==> src/rtl/shift_rows_pkg.sv <==
// shift_rows_pkg: shared types and index helper for the AES ShiftRows stage.
//   byte_t  : one state byte.
//   rot_idx : source column of byte r in output column c, for a state of
//             n columns, forward (inv = 0) or inverse (inv = 1) rotation.
//             Called only with elaboration-time constants, so it folds
//             away and no runtime modulo hardware is built.
package shift_rows_pkg;

  typedef logic [7:0] byte_t;

  function automatic int rot_idx(input int c, input int r, input int n,
                                 input logic inv);
    int shift;
    // Rows can outnumber columns for wide words; reduce the shift first
    // so the inverse subtraction can never go negative.
    shift = r % n;
    if (inv)
      return (c - shift + n) % n;
    else
      return (c + shift) % n;
  endfunction

endpackage

==> src/rtl/shift_rows_perm.sv <==
// shift_rows_perm: purely combinational ShiftRows byte permutation.
//   Row r is byte r counted from the MSB of each column word.
//   Forward: row r rotates left by r columns. Inverse: row r rotates right.
// Ports:
//   vect_in  [vecSize] x regSize  input state
//   inv                           1 = inverse mapping
//   vect_out [vecSize] x regSize  permuted state (combinational)
module shift_rows_perm
  import shift_rows_pkg::*;
#(
  parameter int regSize = 32,
  parameter int vecSize = 4
) (
  input  logic [regSize-1:0] vect_in  [vecSize-1:0],
  input  logic               inv,
  output logic [regSize-1:0] vect_out [vecSize-1:0]
);

  localparam int ROWS = regSize / 8;

  for (genvar c = 0; c < vecSize; c++) begin : g_col
    for (genvar r = 0; r < ROWS; r++) begin : g_row
      localparam int FWD_SRC = rot_idx(c, r, vecSize, 1'b0);
      localparam int INV_SRC = rot_idx(c, r, vecSize, 1'b1);
      localparam int HI      = regSize - 1 - 8 * r;

      byte_t fwd_b;
      byte_t inv_b;

      assign fwd_b = vect_in[FWD_SRC][HI -: 8];
      assign inv_b = vect_in[INV_SRC][HI -: 8];
      assign vect_out[c][HI -: 8] = inv ? inv_b : fwd_b;
    end
  end

endmodule

==> src/rtl/shift_rows.sv <==
// shift_rows: registered AES ShiftRows stage between SubBytes and MixColumns.
//   One result per cycle, 1-cycle latency, no backpressure. When no valid
//   input arrives the output state holds and out_valid drops.
//   Optional feature macro: SHIFT_ROWS_INV_EN adds the 'inv' port which
//   selects InvShiftRows per transaction; without it only the forward
//   mapping exists.
// Ports:
//   clk       clock, rising edge
//   rst       asynchronous active-high reset (clears output and valid)
//   in_valid  vect_in valid this cycle
//   vect_in   [vecSize] x regSize input state
//   inv       (SHIFT_ROWS_INV_EN only) 1 = inverse mapping
//   out_valid vect_out holds a new result
//   vect_out  [vecSize] x regSize registered permuted state
// regSize must be a multiple of 8.
module shift_rows
  import shift_rows_pkg::*;
#(
  parameter int regSize = 32,
  parameter int vecSize = 4
) (
  input  logic               clk,
  input  logic               rst,
  input  logic               in_valid,
  input  logic [regSize-1:0] vect_in  [vecSize-1:0],
`ifdef SHIFT_ROWS_INV_EN
  input  logic               inv,
`endif
  output logic               out_valid,
  output logic [regSize-1:0] vect_out [vecSize-1:0]
);

  logic               inv_sel;
  logic [regSize-1:0] perm_p0 [vecSize-1:0];

`ifdef SHIFT_ROWS_INV_EN
  assign inv_sel = inv;
`else
  assign inv_sel = 1'b0;
`endif

  // Stage p0: combinational permutation of the incoming state
  shift_rows_perm #(
    .regSize (regSize),
    .vecSize (vecSize)
  ) u_perm (
    .vect_in  (vect_in),
    .inv      (inv_sel),
    .vect_out (perm_p0)
  );

  // Stage p0 -> output register
  always_ff @(posedge clk or posedge rst) begin
    if (rst) begin
      out_valid <= 1'b0;
      for (int c = 0; c < vecSize; c++)
        vect_out[c] <= '0;
    end else begin
      out_valid <= in_valid;
      if (in_valid)
        vect_out <= perm_p0;
    end
  end

endmodule

==> config.mk <==
export PLATFORM = sky130hd
export DESIGN_NAME = shift_rows
export DESIGN_NICKNAME = d
export VERILOG_FILES = /design/src/rtl/shift_rows_pkg.sv /design/src/rtl/shift_rows_perm.sv /design/src/rtl/shift_rows.sv
export SDC_FILE = /design/constraint.sdc
export NUM_CORES = 1
export LEC_CHECK = 0
export CAP_MARGIN = 15
export CORE_ASPECT_RATIO = 1.5
export CORE_MARGIN = 2
export CORE_UTILIZATION = 42
export DETAILED_ROUTE_END_ITERATION = 6
export PLACE_DENSITY = 0.85
export SYNTH_ARGS = -nofsm -noshare
export SYNTH_HDL_FRONTEND = slang
export SYNTH_SLANG_ARGS = --single-unit
==> constraint.sdc <==
create_clock -name clk -period 11.02 [get_ports clk]
set_input_delay 1.653 -clock clk [delete_from_list [all_inputs] [get_ports clk]]
set_output_delay 1.653 -clock clk [all_outputs]
set_load 0.05 [all_outputs]
==> impl_metrics.yaml <==
layout:
  drive_gt1_share_pct: 29.3
  n_antenna_cell: 0
  fin_cells: 700
  final_core_util_pct: 70.6
  area_delta_synth_final_pct: 66.0
  nets: 669
synthesis:
  syn_nets: 403
  syn_inst: 272
  synth_area_leaders: "dfrtp_1 (67%), mux2_2 (30%), clkbuf_8 (2.3%), buf_6 (1.4%), inv_1 (0.077%)"
  ys_types: 5
  synth-seq-cells: 129
  syn_area_um2: 4850
  synth_edf_count: 0
  yosysSeqAreaShare_pct: 66.5
  ys.flop_type: "dfrtp_1"
  yosysTopAreaCell: "dfrtp_1"
  yosysWarnings: 0
  async_flop_share_pct: 100
  synth_most_common_cell: "dfrtp_1"
  synth_common_cells: "dfrtp_1 (129), mux2_2 (128), clkbuf_8 (8)"
  yosys.area.top_type_share_pct: 66.5
  syn_area_per_cell_um2: 17.8
clock_network:
  cts_tree: "built"
  cts_resized: 0
  clock_latency_ns: 0.40
  clk_pin_slew_worst_paths_ns: 0.05
  clockBufferDepth: 2
  postCtsSetupRepairBufs: 0
  clkSinkCount: 129
  cts_root_buf: "clkbuf_16"
  cts_hold_buf: 0
  numCtsBuffers: 17
  h-tree-depth: 4
sta:
  rsz0062_at_grt: "no"
  setup_ws_ns: 7.74
  drv_slew: 0
  tightest_slew_ns: 0.952
  final-setup-viol-count: 0
  period_share_pct: 29.8
  min_period_ns: 3.28
  fin_skew_ns: 0
  slew_headroom_pct: 36.5
  final-hold-violation-count: 0
  finalSetupTns_ns: 0
  fmax_mhz: 304
setup_path:
  max_stage_delay_ns: 0.87
  crit_path_max_fanout: 2
  endpoint_kind: "output port"
  critical_path_class: "reg2out"
  start_kind: "flop"
  cp_top_family: "buffers and inverters"
  reg2regPathDepth: 1
  r2r_setup_slack_ns: 10.25
  path_cells: "clkdlybuf4s50_1"
  cp_slowest_cell: "clkdlybuf4s50_1"
  r2r-start: "vect_out[115]"
  crit_arrival_ns: 1.63
  rr_endpoint: "vect_out[115]"
  required_ns: 9.37
  crit_buf_inv: 1
global_route:
  grt_pass1_wl_mm: 19.4
  grt_overflow_total: 0
  grt_max_degree: 76
  grt_pass1_vias: 3765
  track_usage_pct: 20.5
  antenna_found_initial: 0
route:
  wl_per_cell_um: 18.0
  drt_pass1_iterations: 4
  avgViaCountPerCell: 4.75
  wl_mm: 12.6
  vias: 3322
  drc: 0
  drtIter0Drc: 103
  postRouteAntennaNets: 0
power_and_ir_drop:
  p_leak_nw: 3.32
  vdd_drop_max_mv: 0.111
  power-per-cell-area_nw_per_um2: 185
floorplan:
  start_util_pct: 42.5
  rows: 48
  coreArea_um2: 11400
  ios: 260
  die_area_um2: 12400
  die_y_um: 136
  die_x_um: 91.8
job:
  maxCapViolCount: 0
placed_design:
  io_buffers: 259
  dp_hpwl_mm: 9.34
  routabilityCongestion: 0.769
  dp.cells: 669
  pre_cts_slack_ns: 7.38
worst_hold_path:
  whs_endpoint: "vect_out[58]"
  hold_start: "vect_out[58]"
  hold_depth: 1
  hold_class: "reg2reg"
run_status:
  outcome: "complete, no violations"
[state kept, by name (all words and copies together) (netlist names)]
signal and flops:
vect_out 128, out_valid 1
[report_power, final]
group	total (W)	switching (W)	internal [W]	leakage [nW]
Combinational	0.000392	0.000233	0.000159	1.53
Sequential	0.000546	0.0000248	0.000522	1.51
Clock	0.000553	0.000195	0.000358	0.285
Total	0.00149	0.000453	0.00104	3.32
[through the flow]
step | total power [W] | hold slack, ns | cell area, µm²
global route | 0.00155 | 0.513 | 8050
finish | 0.00149 | 0.503 | 8050
detailed placement | 0.000948 | 0.494 | 7470
CTS | 0.00151 | 0.506 | 8050
global placement | 0.000939 | 0.488 | 7470
floorplan | 0.000789 | 0.867 | 4850
[cell families (layout without fill, tap and decap cells)]
kind of cell	count (synthesis)	in the layout	share of synthesized area (%)
flip-flops	129	129	66.5
multiplexers	128	128	29.7
buffers and inverters	15	293	3.74
[final cells by class]
| class | count | area, µm² |
|---|---|---|
| Multi-Input combinational cell | 128 | 1440 |
| Sequential cell | 129 | 3230 |
| Timing Repair Buffer | 261 | 2610 |
| Clock inverter | 11 | 139 |
| Inverter | 1 | 6.26 |
| Tap cell | 150 | 188 |
| Fill cell | 785 | 3360 |
| Clock buffer | 20 | 447 |
[how the worst max path moves through the flow]
| stage | start | end | slack [ns] | cells past startpoint |
|---|---|---|---|---|
| floorplan | rst | out_valid | 5.93 | 1 |
| global placement | in_valid | vect_out[104] | 7.42 | 3 |
| detailed placement | in_valid | vect_out[37] | 7.38 | 3 |
| CTS | vect_out[118] | vect_out[118] | 7.70 | 1 |
| global route | rst | vect_out[83] | 7.62 | 3 |
| finish | vect_out[118] | vect_out[118] | 7.74 | 1 |
[per-layer routing]
metal | vias to the layer above | part of all wire (%) | routed length (µm) | global-route usage [%]
met5 | - | 0 | 0 | 0
met4 | 0 | 3.9 | 487 | 10.4
met3 | 35 | 7.5 | 943 | 7.23
met2 | 160 | 55 | 6960 | 37.0
met1 | 1624 | 34 | 4240 | 20.7
li1 | 1503 | - | - | -
[cells in the final DEF, fill, tap and decap left out, types with 2 or more instances in the layout]
master           count
clkbuf_1             2
clkbuf_16           17
dfrtp_1            129
clkinv_2             5
mux2_2             128
clkdlybuf4s50_1    258
clkinvlp_4           2
bufinv_16            3
buf_4                3
Power figures use the tool's default switching activity.
